==> src/rtl/mest_pro_display_scan.sv <==
`timescale 1ns/1ps
// Display word capture FIFO with hold-time sequencing and a multiplexed,
// active-low hex seven-segment scanner.
module mest_pro_display_scan #(
  parameter int unsigned DATA_WIDTH  = 16,
  parameter int unsigned FIFO_DEPTH  = 4,
  parameter int unsigned REFRESH_DIV = 50000,
  parameter int unsigned HOLD_CYCLES = 100000000
) (
  input  logic                            clk,
  input  logic                            i_reset,
  input  logic                            i_clear,
  input  logic                            i_valid,
  input  logic [DATA_WIDTH-1:0]           i_data,
  input  logic                            i_all_done,
  output logic [DATA_WIDTH/4-1:0]         o_anode,
  output logic [6:0]                      o_segments,
  output logic                            o_dp,
  output logic                            o_overflow,
  output logic [$clog2(FIFO_DEPTH):0]     o_fifo_count,
  output logic                            o_busy
);

  localparam int unsigned NUM_DIGITS = DATA_WIDTH / 4;
  localparam int unsigned AW = $clog2(FIFO_DEPTH);
  localparam int unsigned CW = AW + 1;
  localparam int unsigned IW = (NUM_DIGITS > 1) ? $clog2(NUM_DIGITS) : 1;
  localparam int unsigned RW = (REFRESH_DIV > 1) ? $clog2(REFRESH_DIV) : 1;
  localparam int unsigned HW = (HOLD_CYCLES > 1) ? $clog2(HOLD_CYCLES) : 1;

  typedef enum logic [1:0] {IDLE, SHOW, WAIT} state_t;

  state_t                state_q, state_n;
  logic [HW-1:0]         hold_q, hold_n;
  logic [DATA_WIDTH-1:0] mem [FIFO_DEPTH];
  logic [AW-1:0]         wr_ptr, rd_ptr;
  logic [CW-1:0]         count_n;
  logic [DATA_WIDTH-1:0] disp_q;
  logic [RW-1:0]         refresh_q;
  logic [IW-1:0]         idx_q;
  logic                  pop, push, full, empty;
  logic [3:0]            digit_c;

  assign full    = (o_fifo_count == CW'(FIFO_DEPTH));
  assign empty   = (o_fifo_count == '0);
  assign push    = i_valid && !i_clear && (!full || pop);
  assign digit_c = 4'(disp_q >> {idx_q, 2'b00});

  function automatic logic [6:0] hex7(input logic [3:0] d);
    case (d)
      4'h0: hex7 = 7'b1000000;
      4'h1: hex7 = 7'b1111001;
      4'h2: hex7 = 7'b0100100;
      4'h3: hex7 = 7'b0110000;
      4'h4: hex7 = 7'b0011001;
      4'h5: hex7 = 7'b0010010;
      4'h6: hex7 = 7'b0000010;
      4'h7: hex7 = 7'b1111000;
      4'h8: hex7 = 7'b0000000;
      4'h9: hex7 = 7'b0010000;
      4'hA: hex7 = 7'b0001000;
      4'hB: hex7 = 7'b0000011;
      4'hC: hex7 = 7'b1000110;
      4'hD: hex7 = 7'b0100001;
      4'hE: hex7 = 7'b0000110;
      default: hex7 = 7'b0001110;
    endcase
  endfunction

  // State and hold counter registers.
  always_ff @(posedge clk or posedge i_reset) begin
    if (i_reset) begin
      state_q <= IDLE;
      hold_q  <= '0;
    end else begin
      state_q <= state_n;
      hold_q  <= hold_n;
    end
  end

  // Sequencing: decide when to pop the next word and how long to hold it.
  always_comb begin
    state_n = state_q;
    hold_n  = hold_q;
    pop     = 1'b0;
    case (state_q)
      IDLE: begin
        if (!empty) begin
          pop     = 1'b1;
          hold_n  = '0;
          state_n = SHOW;
        end
      end
      SHOW: begin
        if (hold_q == HW'(HOLD_CYCLES - 1)) begin
          hold_n = '0;
          if (!empty) pop = 1'b1;
          else        state_n = WAIT;
        end else begin
          hold_n = hold_q + HW'(1);
        end
      end
      WAIT: begin
        if (!empty) begin
          pop     = 1'b1;
          hold_n  = '0;
          state_n = SHOW;
        end
      end
      default: state_n = IDLE;
    endcase
    if (i_clear) begin
      state_n = IDLE;
      hold_n  = '0;
      pop     = 1'b0;
    end
  end

  // Next occupancy, accounting for simultaneous push and pop.
  always_comb begin
    count_n = o_fifo_count;
    case ({push, pop})
      2'b10:   count_n = o_fifo_count + CW'(1);
      2'b01:   count_n = o_fifo_count - CW'(1);
      default: count_n = o_fifo_count;
    endcase
    if (i_clear) count_n = '0;
  end

  // FIFO storage; validity is tracked by the pointers and count.
  always_ff @(posedge clk) begin
    if (push) mem[wr_ptr] <= i_data;
  end

  // FIFO pointers, occupancy, display register and sticky overflow.
  always_ff @(posedge clk or posedge i_reset) begin
    if (i_reset) begin
      wr_ptr       <= '0;
      rd_ptr       <= '0;
      o_fifo_count <= '0;
      disp_q       <= '0;
      o_overflow   <= 1'b0;
    end else if (i_clear) begin
      wr_ptr       <= '0;
      rd_ptr       <= '0;
      o_fifo_count <= '0;
      disp_q       <= '0;
      o_overflow   <= 1'b0;
    end else begin
      if (push) wr_ptr <= wr_ptr + AW'(1);
      if (pop) begin
        rd_ptr <= rd_ptr + AW'(1);
        disp_q <= mem[rd_ptr];
      end
      o_fifo_count <= count_n;
      if (i_valid && !push) o_overflow <= 1'b1;
    end
  end

  // Free-running digit scanner.
  always_ff @(posedge clk or posedge i_reset) begin
    if (i_reset) begin
      refresh_q <= '0;
      idx_q     <= '0;
    end else if (refresh_q == RW'(REFRESH_DIV - 1)) begin
      refresh_q <= '0;
      idx_q     <= (idx_q == IW'(NUM_DIGITS - 1)) ? '0 : idx_q + IW'(1);
    end else begin
      refresh_q <= refresh_q + RW'(1);
    end
  end

  // Registered pin drive: blank in IDLE, otherwise the selected digit.
  always_ff @(posedge clk or posedge i_reset) begin
    if (i_reset) begin
      o_anode    <= '1;
      o_segments <= 7'h7F;
      o_dp       <= 1'b1;
      o_busy     <= 1'b0;
    end else begin
      o_busy <= (state_n != IDLE) || (count_n != '0);
      o_dp   <= !(i_all_done && (idx_q == '0) && (state_q != IDLE));
      if (state_q == IDLE) begin
        o_anode    <= '1;
        o_segments <= 7'h7F;
      end else begin
        o_anode    <= ~(NUM_DIGITS'(1) << idx_q);
        o_segments <= hex7(digit_c);
      end
    end
  end

endmodule

==> config.mk <==
export PLATFORM = sky130hd
export DESIGN_NAME = mest_pro_display_scan
export DESIGN_NICKNAME = d
export VERILOG_FILES = /design/src/rtl/mest_pro_display_scan.sv
export SDC_FILE = /design/constraint.sdc
export NUM_CORES = 1
export LEC_CHECK = 0
export CAP_MARGIN = 20
export CORE_UTILIZATION = 45
export DETAILED_ROUTE_END_ITERATION = 16
export SETUP_SLACK_MARGIN = 0.05
export SLEW_MARGIN = 40
export SYNTH_ARGS = -nofsm -noshare
export SYNTH_HDL_FRONTEND = slang
export SYNTH_SLANG_ARGS = --single-unit
==> constraint.sdc <==
create_clock -name clk -period 4.6 [get_ports clk]
set_clock_uncertainty 0.1 [all_clocks]
set_input_delay 0.92 -clock clk [delete_from_list [all_inputs] [get_ports clk]]
set_output_delay 0.92 -clock clk [all_outputs]
set_load 0.02 [all_outputs]
**After elaboration in Yosys (flattened, before gate mapping)**

Memory sizes are Yosys's and may differ from the RTL's.
Index checks and enable logic that the tools add are counted.

- Bits in read-only memories: 112
- Register bits: 84
- Memories kept: 2
- Bits in writable memories: 64

- Shift-type cells: 2
- Bitwise logic cells: 1
- Reductions and logical operators: 23
- Mux-type cells: 30
- Equality and inequality tests: 9
- $add $sub $neg: 7

Memories:

| name | depth | bits a word | rd ports | clocked after Yosys merged registers in | wr ports | RTL line | RTL |
|---|---|---|---|---|---|---|---|
| (no name shown) | 16 | 7 | 1 | 0 | 0 | 50 | `case (d)` |
| mem | 4 | 16 | 1 | 0 | 1 | 35 | `logic [DATA_WIDTH-1:0] mem [FIFO_DEPTH];` |

Operators with widths:

| cell | count |
|---|---|
| 2-to-1 mux 27 bit | 3 |
| one-hot mux 27 bit (2 select lines) | 1 |
| 2-to-1 mux 16 bit | 3 |
| adder 27 x 1 -> 27 bit, second input constant | 1 |
| == test 27 bit, second input constant | 1 |
| 2-to-1 mux 2 bit | 9 |
| adder 16 x 1 -> 16 bit, second input constant | 1 |
| == test 16 bit, second input constant | 1 |
| >> shifter 16 x 4 -> 4 bit | 1 |
| nonzero test 2 bit | 5 |
| 2-to-1 mux 1 bit | 7 |
| 2-to-1 mux 7 bit | 1 |
| adder 2 x 1 -> 2 bit, second input constant | 3 |
| == test 2 bit, second input constant | 3 |
| 2-to-1 mux 3 bit | 2 |
| one-hot mux 3 bit (2 select lines) | 1 |
| nonzero test 3 bit | 2 |
| logical AND 1 bit | 5 |
| == test 2 x 1 -> 1 bit, second input constant | 2 |
| logical NOT 1 bit | 4 |
| logical NOT 2 bit | 2 |
| 2-to-1 mux 4 bit | 1 |
| inverter 4 bit | 1 |
| one-hot mux 2 bit (2 select lines) | 1 |
| other kinds (10) | 11 |

**Logic depth before layout (Yosys ltp)**

- Depth after elaboration: 12
- Gate-level depth with buffers: 13

**Worst setup path before layout**

No wires, ideal clock.

- Path type: reg-to-reg
- Start point: reg hold_q[10]
- End point: reg o_busy
- Slack: 1.118 ns
- Period minus slack after synthesis: 3.482 ns
- Buffers on the path: 1
- Data arrival time: 3.250 ns
- Cell stages (with the launch flop): 12
- Cells stage by stage: dfrtp_1 -> or4_1 -> or4_4 -> o31a_1 -> clkbuf_1 -> nor4_1 -> fa_1 -> nand2_1 -> nor2_1 -> a211oi_1 -> mux2_2 -> or3_1

- Word-level cells in the longest chain between the ends: 11
- Elaborated cells between the ends (all ways): 16
- Classes of those cells: eq/ne: 3; mux: 8; reduce/logical: 5

Ends and longest elaborated chain:

| item | RTL line | RTL |
|---|---|---|
| from (decl) | 34 | `logic [HW-1:0] hold_q, hold_n;` |
| from (signal assigned) | 77 | `hold_q <= hold_n;` |
| == test 27 bit * | 95 | `if (hold_q == HW'(HOLD_CYCLES - 1)) begin` |
| 2-to-1 mux 1 bit | 95 |  |
| one-hot mux 1 bit (2 select lines) | 86 | `case (state_q)` |
| 2-to-1 mux 1 bit | 112 | `if (i_clear) begin` |
| logical OR 1 bit | 46 | `assign push = i_valid && !i_clear && (!full \|\| pop);` |
| logical AND 1 bit | 46 |  |
| == test 2 x 1 -> 1 bit or == test 2 bit (tied branches) | 122 | `case ({push, pop})` |
| one-hot mux 3 bit (2 select lines) | 122 |  |
| 2-to-1 mux 3 bit | 127 | `if (i_clear) count_n = '0;` |
| nonzero test 3 bit | 181 | `o_busy <= (state_n != IDLE) \|\| (count_n != '0);` |
| logical OR 1 bit * | 181 |  |
| to (signal assigned) | 181 |  |
| to (decl) | 21 | `output logic o_busy` |

Every way passes the cells marked *; elsewhere a longest branch is shown, timed or not.
A chain may end at the register's enable or synchronous reset.

**Worst setup path in the final report**

- Start point: reg hold_q[9]
- End point: reg o_busy

Same word-level chain as after synthesis.

==> implementation parameters <==
Parameter                              Value

Worst setup path
  Number of cells traversed by the worst register-to-register path ... 10
  Required time reported for the critical path endpoint ... around 4.8 ns
  Endpoint of the worst-slack reg-to-reg timing path ... o_busy
  Path length in cells of the critical path ... 10
  Cell type group with the largest total delay on the critical path ... simple AND/OR/NAND/NOR gates
  Startpoint type of the worst setup path ... flip-flop
  R2R Setup Slk ... about 0.9 ns
  Slowest cell delay on critical path ... 0.54 ns
  Critical-path cell with the highest stage delay ... sky130_fd_sc_hd__o31a_2
  Max Fanout on Critical Path ... 25
  Reg-to-Reg Start ... hold_q[9]
  Worst setup startpoint ... hold_q[9]
  Capture point of the worst path ... o_busy
  Cells along the critical path ... or4_1, or4_4, o31a_2, nor4_1, fa_1, nand2_1, nor2_1, a211oi_1, mux2_2, or3_1
  Total buffers and inverters traversed by the critical path ... 0
  Worst Path Arrival ... 3.89 ns
  Critical path class ... flip-flop to flip-flop
  Endpoint class of the critical path ... flip-flop

Final layout
  Antenna cell count ... 0
  Number of filler instances in the final layout ... 1222
  Fraction of layout instances using a drive strength above 1 ... around 15%
  Area overhead of the layout relative to synthesis ... 16.87%
  Final net count ... ~620

Power
  Maximum VDD drop ... 291.4 uV
  Total power ... roughly 4 mW
  Power per unit of standard cell area ... about 500 mW/mm^2
  LEAKAGE ... ~3 nW

Clocking
  Post-CTS resize count ... 0
  Number of buffers inserted to repair setup after CTS ... 0
  Buffer levels on the longest clock path ... 2
  Clock transition at the registers of the reported paths ... ~0.06 ns
  Htree depth ... 4
  Number of buffers added to fix hold violations after cts ... 0
  Total CTS buffers ... 17
  Sinks on the clock net ... 148
  TritonCTS clock tree ... built
  Clock latency reported for the late side of the worst-skew pair ... 0.42 ns
  Root cell of the clock tree ... sky130_fd_sc_hd__clkbuf_16

Drt
  DR pass1 iterations ... 4
  Wire length per cell ... about 16 um
  Vias per inst ... ~5.5
  Number of vias after detailed routing ... ~4.3k
  DRC violation total after the first TritonRoute iteration ... 233
  DRT Wirelength ... about 13000 um
  Antenna-violating nets left ... 0
  Post-detailed-route DRC marker count ... 0

Yosys
  Post-Syn Instances ... around 550
  Top cell type's share of synthesized area ... about 28%
  Total nets after synthesis ... 589
  Cell variety after synth ... 47
  Register bit total from synthesis ... roughly 150
  Number of flops mapped to enable cells by yosys ... 64
  Commonest cells post-synth ... sky130_fd_sc_hd__dfrtp_1 (72), sky130_fd_sc_hd__edfxtp_1 (64), sky130_fd_sc_hd__nor2_1 (54), sky130_fd_sc_hd__nand3_1 (40), sky130_fd_sc_hd__nand2_1 (32)
  Count of synthesis-stage warnings from yosys ... 0
  Fraction of registers with async set or reset after synthesis ... roughly 57%
  Sequential-to-total area share from yosys stat ... 59.83%
  Yosys top cell by area ... sky130_fd_sc_hd__edfxtp_1
  Top-count cell post-synth ... sky130_fd_sc_hd__dfrtp_1
  Main synth FF type ... sky130_fd_sc_hd__dfrtp_1
  Avg Inst Size Synth ... about 12 um^2
  Cell types occupying the most area after synthesis ... sky130_fd_sc_hd__edfxtp_1 (28%), sky130_fd_sc_hd__dfrtp_1 (27%), sky130_fd_sc_hd__mux4_2 (7.0%)
  Post-Synthesis Cell Area ... between 0.006 and 0.007 mm^2

Timing
  Final TNS setup ... 0 ns
  Slew at the pin with the worst max-slew slack ... about 0.7 ns
  Final setup fails ... 0
  Unrepaired setup endpoints after global routing ... no
  Slew headroom ... approximately 53%
  Time the worst path needs with I/O delays and setup ... roughly 3.7 ns
  Final Hold Vio Count ... 0
  Top achievable clock speed ... 0.2705 GHz
  Share of the clock period used by the worst path ... between 80% and 90%
  Number of max-slew violations in the final report ... 0

Worst hold path
  Path category of the worst min-delay check ... flip-flop to flip-flop

Flow run
  Max cap viols ... 0

Global route
  Antenna violations before repair ... 0
  Number of global-route vias before repair ... approximately 4.4k
  Total global routing track utilization ... 17.73%
  Maximum number of pins on one net before global-route repair ... 47
  Global-route wire length before repair ... ~22000 um
  Remaining global-route overflow ... 0

Floorplan
  Die footprint ... ~0.015 mm^2
  Die width ... ~120 um
  Number of ports placed on the die boundary ... 38
  Die height ... ~120 um
  Core Rows ... 44
  Starting utilization of the core area ... between 40 and 50%
  Total core area ... approximately 0.015 mm^2

Place
  PortBufs ... 37
  DP Wirelength ... 8351 um
  Final Wtd Congestion ... ~0.8

Status
  Status ... completed
==> power by group <==
group	switching, mW	internal [mW]	total [mW]
clock	0.549	0.751	1.30
combinational	0.528	0.429	0.956
sequential	0.145	1.54	1.68
==> cells in the final DEF (no fill, tap or decap), types with 3 or more instances in the layout <==
cell	n
sky130_fd_sc_hd__dfrtp_1	70
sky130_fd_sc_hd__edfxtp_1	64
sky130_fd_sc_hd__nor2_1	54
sky130_fd_sc_hd__nand3_1	40
sky130_fd_sc_hd__clkdlybuf4s50_1	37
sky130_fd_sc_hd__nand2_1	32
sky130_fd_sc_hd__o21ai_0	31
sky130_fd_sc_hd__xor2_1	31
sky130_fd_sc_hd__a21oi_1	26
sky130_fd_sc_hd__mux4_2	21
sky130_fd_sc_hd__clkbuf_16	17
sky130_fd_sc_hd__ha_1	16
sky130_fd_sc_hd__nand4_1	15
sky130_fd_sc_hd__inv_1	15
sky130_fd_sc_hd__dfstp_2	12
sky130_fd_sc_hd__buf_4	10
sky130_fd_sc_hd__and3_1	7
sky130_fd_sc_hd__xnor2_1	7
sky130_fd_sc_hd__a31oi_1	6
sky130_fd_sc_hd__nor3_1	6
sky130_fd_sc_hd__and2_1	5
sky130_fd_sc_hd__nor4_1	5
sky130_fd_sc_hd__mux2i_1	5
sky130_fd_sc_hd__nand2b_1	4
sky130_fd_sc_hd__nor4bb_1	4
sky130_fd_sc_hd__inv_6	4
sky130_fd_sc_hd__clkinv_4	4
sky130_fd_sc_hd__or4_1	3
sky130_fd_sc_hd__or3_1	3
sky130_fd_sc_hd__mux2_2	3
sky130_fd_sc_hd__a211oi_1	3
sky130_fd_sc_hd__or2_2	3
sky130_fd_sc_hd__clkinvlp_4	3
==> state kept, by name, summed over array words and instances, names as in the netlist, 3 cells and up <==
register and flops:
o_fifo_count 3, refresh_q 16, o_segments 7, disp_q 16
mem 64, hold_q 27, o_anode 4
==> logic make-up after synthesis <==
family	after synthesis	synth area share [%]
AOI/OAI and AO/OA	80	6.784
xor gates and xnor gates	38	4.931
adders and majority gates	17	3.262
buffers and inverters	47	2.688
DFF	148	59.83
muxes	29	8.248
and+or+nand+nor	192	14.25
==> worst reg2reg max path, cell delays in order (launching register included) <==
cell                       delay (ns)
sky130_fd_sc_hd__dfrtp_1         0.40
sky130_fd_sc_hd__or4_1           0.52
sky130_fd_sc_hd__or4_4           0.46
sky130_fd_sc_hd__o31a_2          0.55
sky130_fd_sc_hd__nor4_1          0.35
sky130_fd_sc_hd__fa_1            0.29
sky130_fd_sc_hd__nand2_1         0.06
sky130_fd_sc_hd__nor2_1          0.11
sky130_fd_sc_hd__a211oi_1        0.08
sky130_fd_sc_hd__mux2_2          0.29
sky130_fd_sc_hd__or3_1           0.36
==> layer usage <==
layer | wire length (um) | global-route usage (%)
met2 | 6204 | 28.79
met4 | 123 | 6.591
met1 | 5998 | 23.16
met3 | 347 | 4.167
met5 | 0 | 0
==> through the flow <==
stage | hold slack, ns | cell area, um^2 | setup slack (ns) | std cells | util (%)
floorplan | 0.3474 | 6750 | 1.118 | 551 | -
global placement | 0.3695 | 7316 | 0.8679 | 751 | 50.15
detailed placement | 0.3730 | 7323 | 0.8147 | 751 | 50.20
CTS | 0.3819 | 7883 | 0.7869 | 783 | 54.03
global route | 0.4113 | 7889 | 0.6510 | 783 | 54.07
finish | 0.3829 | 7889 | 0.9037 | 783 | 54.07
==> worst min-delay path by stage <==
stage	from	end	slack (ns)	cells after the start
final	refresh_q[0]	refresh_q[0]	0.38	1
after global routing	refresh_q[0]	refresh_q[0]	0.41	1
after CTS	refresh_q[0]	refresh_q[0]	0.38	1
after detailed placement	refresh_q[0]	refresh_q[0]	0.37	1
after global placement	refresh_q[0]	refresh_q[0]	0.37	1
after floorplan	refresh_q[0]	refresh_q[0]	0.35	1
==> final cells by class <==
type                       count  area, um^2  area share (%)
clock buffer                  19       432.9           5.488
clock inverter                13       126.4           1.602
tap                          184       230.2           2.918
timing repair buffer          47       445.4           5.646
multi-input combinational    356        2551           32.34
sequential                   148        4041           51.23
inverter                      16       61.31          0.7772
Power figures use the tool's default switching activity.
